File: config.mk
export PLATFORM = sky130hd
export DESIGN_NAME = cordic_pipe
export DESIGN_NICKNAME = d
export VERILOG_FILES = /design/src/rtl/cordic_pipe.sv
export SDC_FILE = /design/constraint.sdc
export NUM_CORES = 2
export LEC_CHECK = 0
export ABC_AREA = 1
export CAP_MARGIN = 20
export CELL_PAD_IN_SITES_DETAIL_PLACEMENT = 1
export CELL_PAD_IN_SITES_GLOBAL_PLACEMENT = 2
export CORE_UTILIZATION = 40
export CTS_BUF_LIST = sky130_fd_sc_hd__clkbuf_4 sky130_fd_sc_hd__clkbuf_8
export CTS_CLUSTER_DIAMETER = 100
export DETAILED_ROUTE_END_ITERATION = 6
export PLACE_DENSITY = 0.93
export SYNTH_ARGS = -nofsm -noshare
export SYNTH_HDL_FRONTEND = slang
export SYNTH_SLANG_ARGS = --single-unit
File: constraint.sdc
create_clock -name clk -period 33.3 [get_ports clk]
set_input_delay 6.66 -clock clk [delete_from_list [all_inputs] [get_ports clk]]
set_output_delay 6.66 -clock clk [all_outputs]
set_load 0.05 [all_outputs]
File: src/rtl/cordic_pipe.sv
// cordic_pipe: fully pipelined dual-mode CORDIC (rotation/vectoring) with quadrant folding and valid/ready flow control
module cordic_pipe #(
    parameter int DATA_W  = 16,
    parameter int PHASE_W = 16,
    parameter int STAGES  = 14,
    parameter int K_INIT  = 9949
) (
    input  logic                      clk,
    input  logic                      reset,
    input  logic                      in_valid,
    output logic                      in_ready,
    input  logic                      in_mode,
    input  logic [PHASE_W-1:0]        in_phase,
    input  logic signed [DATA_W-1:0]  in_x,
    input  logic signed [DATA_W-1:0]  in_y,
    output logic                      out_valid,
    input  logic                      out_ready,
    output logic                      out_mode,
    output logic signed [DATA_W+1:0]  out_x,
    output logic signed [DATA_W+1:0]  out_y,
    output logic [PHASE_W-1:0]        out_phase
);
    localparam int XW = DATA_W + 2;
    localparam int ZW = PHASE_W + 1;

    function automatic logic signed [ZW-1:0] atan_lut(input int i);
        logic [63:0] t;
        int sh;
        sh = 32 - PHASE_W;
        case (i)
            0:  t = 64'h2000_0000;
            1:  t = 64'h12E4_051E;
            2:  t = 64'h09FB_385B;
            3:  t = 64'h0511_11D4;
            4:  t = 64'h028B_0D43;
            5:  t = 64'h0145_D7E1;
            6:  t = 64'h00A2_F61E;
            7:  t = 64'h0051_7C55;
            8:  t = 64'h0028_BE53;
            9:  t = 64'h0014_5F2F;
            10: t = 64'h000A_2F98;
            11: t = 64'h0005_17CC;
            12: t = 64'h0002_8BE6;
            13: t = 64'h0001_45F3;
            14: t = 64'h0000_A2FA;
            15: t = 64'h0000_517D;
            16: t = 64'h0000_28BE;
            17: t = 64'h0000_145F;
            18: t = 64'h0000_0A30;
            19: t = 64'h0000_0518;
            20: t = 64'h0000_028C;
            21: t = 64'h0000_0146;
            22: t = 64'h0000_00A3;
            23: t = 64'h0000_0051;
            24: t = 64'h0000_0029;
            25: t = 64'h0000_0014;
            26: t = 64'h0000_000A;
            27: t = 64'h0000_0005;
            28: t = 64'h0000_0003;
            29: t = 64'h0000_0001;
            30: t = 64'h0000_0001;
            default: t = 64'h0;
        endcase
        return ZW'((t + ((64'd1 << sh) >> 1)) >> sh);
    endfunction

    logic adv;
    logic neg;
    logic signed [XW-1:0] ix, iy, px, py;
    logic signed [ZW-1:0] pz;
    logic [1:0] pq;
    logic signed [XW-1:0] xs [0:STAGES];
    logic signed [XW-1:0] ys [0:STAGES];
    logic signed [ZW-1:0] zs [0:STAGES];
    logic [1:0] qs [0:STAGES];
    logic [STAGES:0] ms;
    logic [STAGES:0] vs;
    logic signed [XW-1:0] nx [0:STAGES-1];
    logic signed [XW-1:0] ny [0:STAGES-1];
    logic signed [ZW-1:0] nz [0:STAGES-1];
    logic [STAGES-1:0] dir;
    logic signed [XW-1:0] c, s, ox, oy;
    logic [1:0] q;
    logic m;
    logic [PHASE_W-1:0] op;

    assign adv = ~out_valid | out_ready;
    assign in_ready = adv;

    always_comb begin
        neg = in_mode & in_x[DATA_W-1];
        ix = XW'(in_x);
        iy = XW'(in_y);
        px = ~in_mode ? XW'(K_INIT) : neg ? -ix : ix;
        py = ~in_mode ? '0 : neg ? -iy : iy;
        pz = ~in_mode ? {3'b000, in_phase[PHASE_W-3:0]} : neg ? {2'b01, {(PHASE_W-1){1'b0}}} : '0;
        pq = in_mode ? 2'd0 : in_phase[PHASE_W-1 -: 2];
    end

    for (genvar i = 0; i < STAGES; i++) begin : g_stg
        localparam logic signed [ZW-1:0] A = atan_lut(i);
        assign dir[i] = ms[i] ? ys[i][XW-1] : ~zs[i][ZW-1];
        assign nx[i] = dir[i] ? xs[i] - (ys[i] >>> i) : xs[i] + (ys[i] >>> i);
        assign ny[i] = dir[i] ? ys[i] + (xs[i] >>> i) : ys[i] - (xs[i] >>> i);
        assign nz[i] = dir[i] ? zs[i] - A : zs[i] + A;
    end

    always_comb begin
        c = xs[STAGES];
        s = ys[STAGES];
        q = qs[STAGES];
        m = ms[STAGES];
        ox = m ? c : q == 2'd0 ? c : q == 2'd1 ? -s : q == 2'd2 ? -c : s;
        oy = m ? s : q == 2'd0 ? s : q == 2'd1 ? c : q == 2'd2 ? -s : -c;
        op = m ? zs[STAGES][PHASE_W-1:0] : '0;
    end

    always_ff @(posedge clk) begin
        if (reset) begin
            vs <= '0;
            out_valid <= 1'b0;
            out_mode <= 1'b0;
            out_x <= '0;
            out_y <= '0;
            out_phase <= '0;
        end else if (adv) begin
            vs <= {vs[STAGES-1:0], in_valid};
            ms <= {ms[STAGES-1:0], in_mode};
            xs[0] <= px;
            ys[0] <= py;
            zs[0] <= pz;
            qs[0] <= pq;
            for (int k = 0; k < STAGES; k++) begin
                xs[k+1] <= nx[k];
                ys[k+1] <= ny[k];
                zs[k+1] <= nz[k];
                qs[k+1] <= qs[k];
            end
            out_valid <= vs[STAGES];
            out_mode <= m;
            out_x <= ox;
            out_y <= oy;
            out_phase <= op;
        end
    end
endmodule

==> run metrics <==
status=finished, final reports clean; Avg Inst Size Synth=8.06 um2; Setup Skew=0.0557 ns; crit path launch=out_ready; Row Count=between 150 and 200; CTS root buffer=clkbuf_8; Synth top cells by count=nand2_1, inv_1, edfxtp_1; Mapped Area=between 0.07 and 0.08 mm2; placer's final routability congestion estimate=0.914; I/O Buffers=107; Post-synth EDFFs=836; pre-CTS setup slack=~17 ns; Final ANT Viol Nets=0; RSZ-0062 raised after global routing=false; most frequent cell after synthesis=nand2_1; Hold-fix buffers, CTS=0; Ys Warns=0; crit share post-route=47.5%; Mapped Cells=8965; die area=0.182 mm2; largest net degree at the start of global routing=between 150 and 200; initial antenna violation count=2; CTS Buf Count=165; fmax=63.2 MHz; Nets=between 10k and 15k; # resized after CTS=0; max-cap viol count=0; Seq/Total Area, Yosys=36.6%; hold crit path type=register to register; Die Y=427 um; final hold vios=0; First DRT Iteration DRCs=2992; CTS Sinks=approximately 910; CTS tree=yes; share of post-route cells with drive strength above 1=3.65%; hold path start=zs[0][3]$_SDFFCE_PP0P_; post-synth top area cell=edfxtp_1; final worst slack=17.47 ns; Area contributors post-synth=edfxtp_1, ha_1, nand2_1, xor2_1, inv_1; Via density=5.25; crit path DAT=about 9 ns; Via Count=between 60k and 70k; total grt overflow=0; final slew viol count=0; drt pass-1 iters=6; Req. time, crit path=26.64 ns; Worst-path clk slew=0.06 ns; final wirelength=207 mm; count of cell types in the netlist=61; Yosys top cell area share=34.7%; hpwl dp=167 mm; setup TNS=0 ns; crit end category=primary output; Seq cells post-synth=905; DRC Markers=0; ys async rst share=0%; non-filler cells in the finished layout=11.7k; Top FF cell, synth=edfxtp_1; core area=0.179 mm2; Crit Path Max Fanout=29; Wirelength per Cell=17.8 um; Die W=427 um; I/O pins=108; clk_lat worst skew=0.96 ns; setup violators final=0; Period minus WS final=15.83 ns; Critical R2R Launch=out_valid$_SDFFE_PP0N_; first-pass GRT wire length=336 mm; Worst-Margin Slew=1.05 ns; vias in the first global route=about 65k; Clock H-tree levels=4; GRT Total Usage=between 20% and 30%; Initial Utilization=40.4%; CTS Buffer Depth=3; number of setup buffers added after CTS=0; placed insts=approximately 11k; Layout area overhead=9.94%; kind of critical path=primary input to primary output; startpoint types=primary input; Worst slew margin=29.8%
[metrics by stage]
| stage | utilization, % | cell area (um2) | hold slack [ns] |
|---|---|---|---|
| floorplan | - | 72300 | 0.400 |
| global placement | 42.5 | 76100 | 0.404 |
| detailed placement | 42.5 | 76100 | 0.406 |
| CTS | 44.3 | 79400 | 0.415 |
| global route | 44.4 | 79500 | 0.420 |
| finish | 44.4 | 79500 | 0.415 |
[cell families (layout without fill, tap and decap cells)]
group / after synthesis / after routing / share of synthesized area, %
and+or+nand+nor: 3574 / 3574 / 20.4
AOI/OAI and AO/OA: 1625 / 1625 / 12.8
buffers and inverters: 1330 / 1673 / 7.03
DFF: 905 / 905 / 36.6
adders and majority gates: 784 / 784 / 14.0
xor gates and xnor gates: 742 / 742 / 9.03
muxes: 4 / 4 / 0.0554
other: 1 / 4 / 0.00519
[cell type report]
type,instances,area (um2)
clock inverters,99,743
inverters,1243,4670
multi-input cells,6731,40700
repair buffers,135,1360
fillers,21700,99500
flip-flops and latches,905,26500
diodes,2,5.00
well taps,2355,2950
clock buffers,196,2530
[flip-flops by register name (all words and copies together) (netlist names)]
register,cells
xs,270
ys,269
out_x,18
qs,30
out_phase,16
out_y,18
zs,252
out_valid,1
out_mode,1
ms,15
vs,15
[layer usage]
layer	routed length, um	global-route usage, %	vias up
met2	105000	41.1	777
met4	5640	7.02	0
met5	0	0	-
li1	-	-	30500
met3	5580	2.79	312
met1	91100	27.6	29600
[critical path, stage by stage]
cell             delay (ns)
clkdlybuf4s50_1        0.44
nor2_4                 0.59
inv_1                  0.61
clkdlybuf4s50_1        0.86
[final timing paths]
| check | endpoint | slack (ns) | cells after the start |
|---|---|---|---|
| setup / recovery | in_ready | 17.47 | 4 |
| hold / removal | zs[0][20]$_DFFE_PP_ | 0.42 | 0 |
| setup reg to reg | xs[1][48]$_DFFE_PP_ | 29.06 | 7 |
| hold reg to reg | zs[0][20]$_DFFE_PP_ | 0.42 | 0 |
[placed cells by master, fill, tap and decap left out, types with 51 or more instances in the layout]
cell type / count
nand4_1: 74
a21oi_1: 729
xor2_1: 566
nand2_1: 2027
o21bai_1: 129
xnor2_1: 174
nand3_1: 571
nor3_1: 117
o21ai_0: 435
clkbuf_8: 169
inv_1: 1228
dfxtp_1: 69
ha_1: 742
a21o_1: 72
nor2_1: 690
edfxtp_1: 836
clkdlybuf4s50_1: 107
a21boi_0: 75
clkinv_1: 51
Power is not shown: default switching activity piles up to over one toggle a cycle in this logic, so the estimate is an artifact.
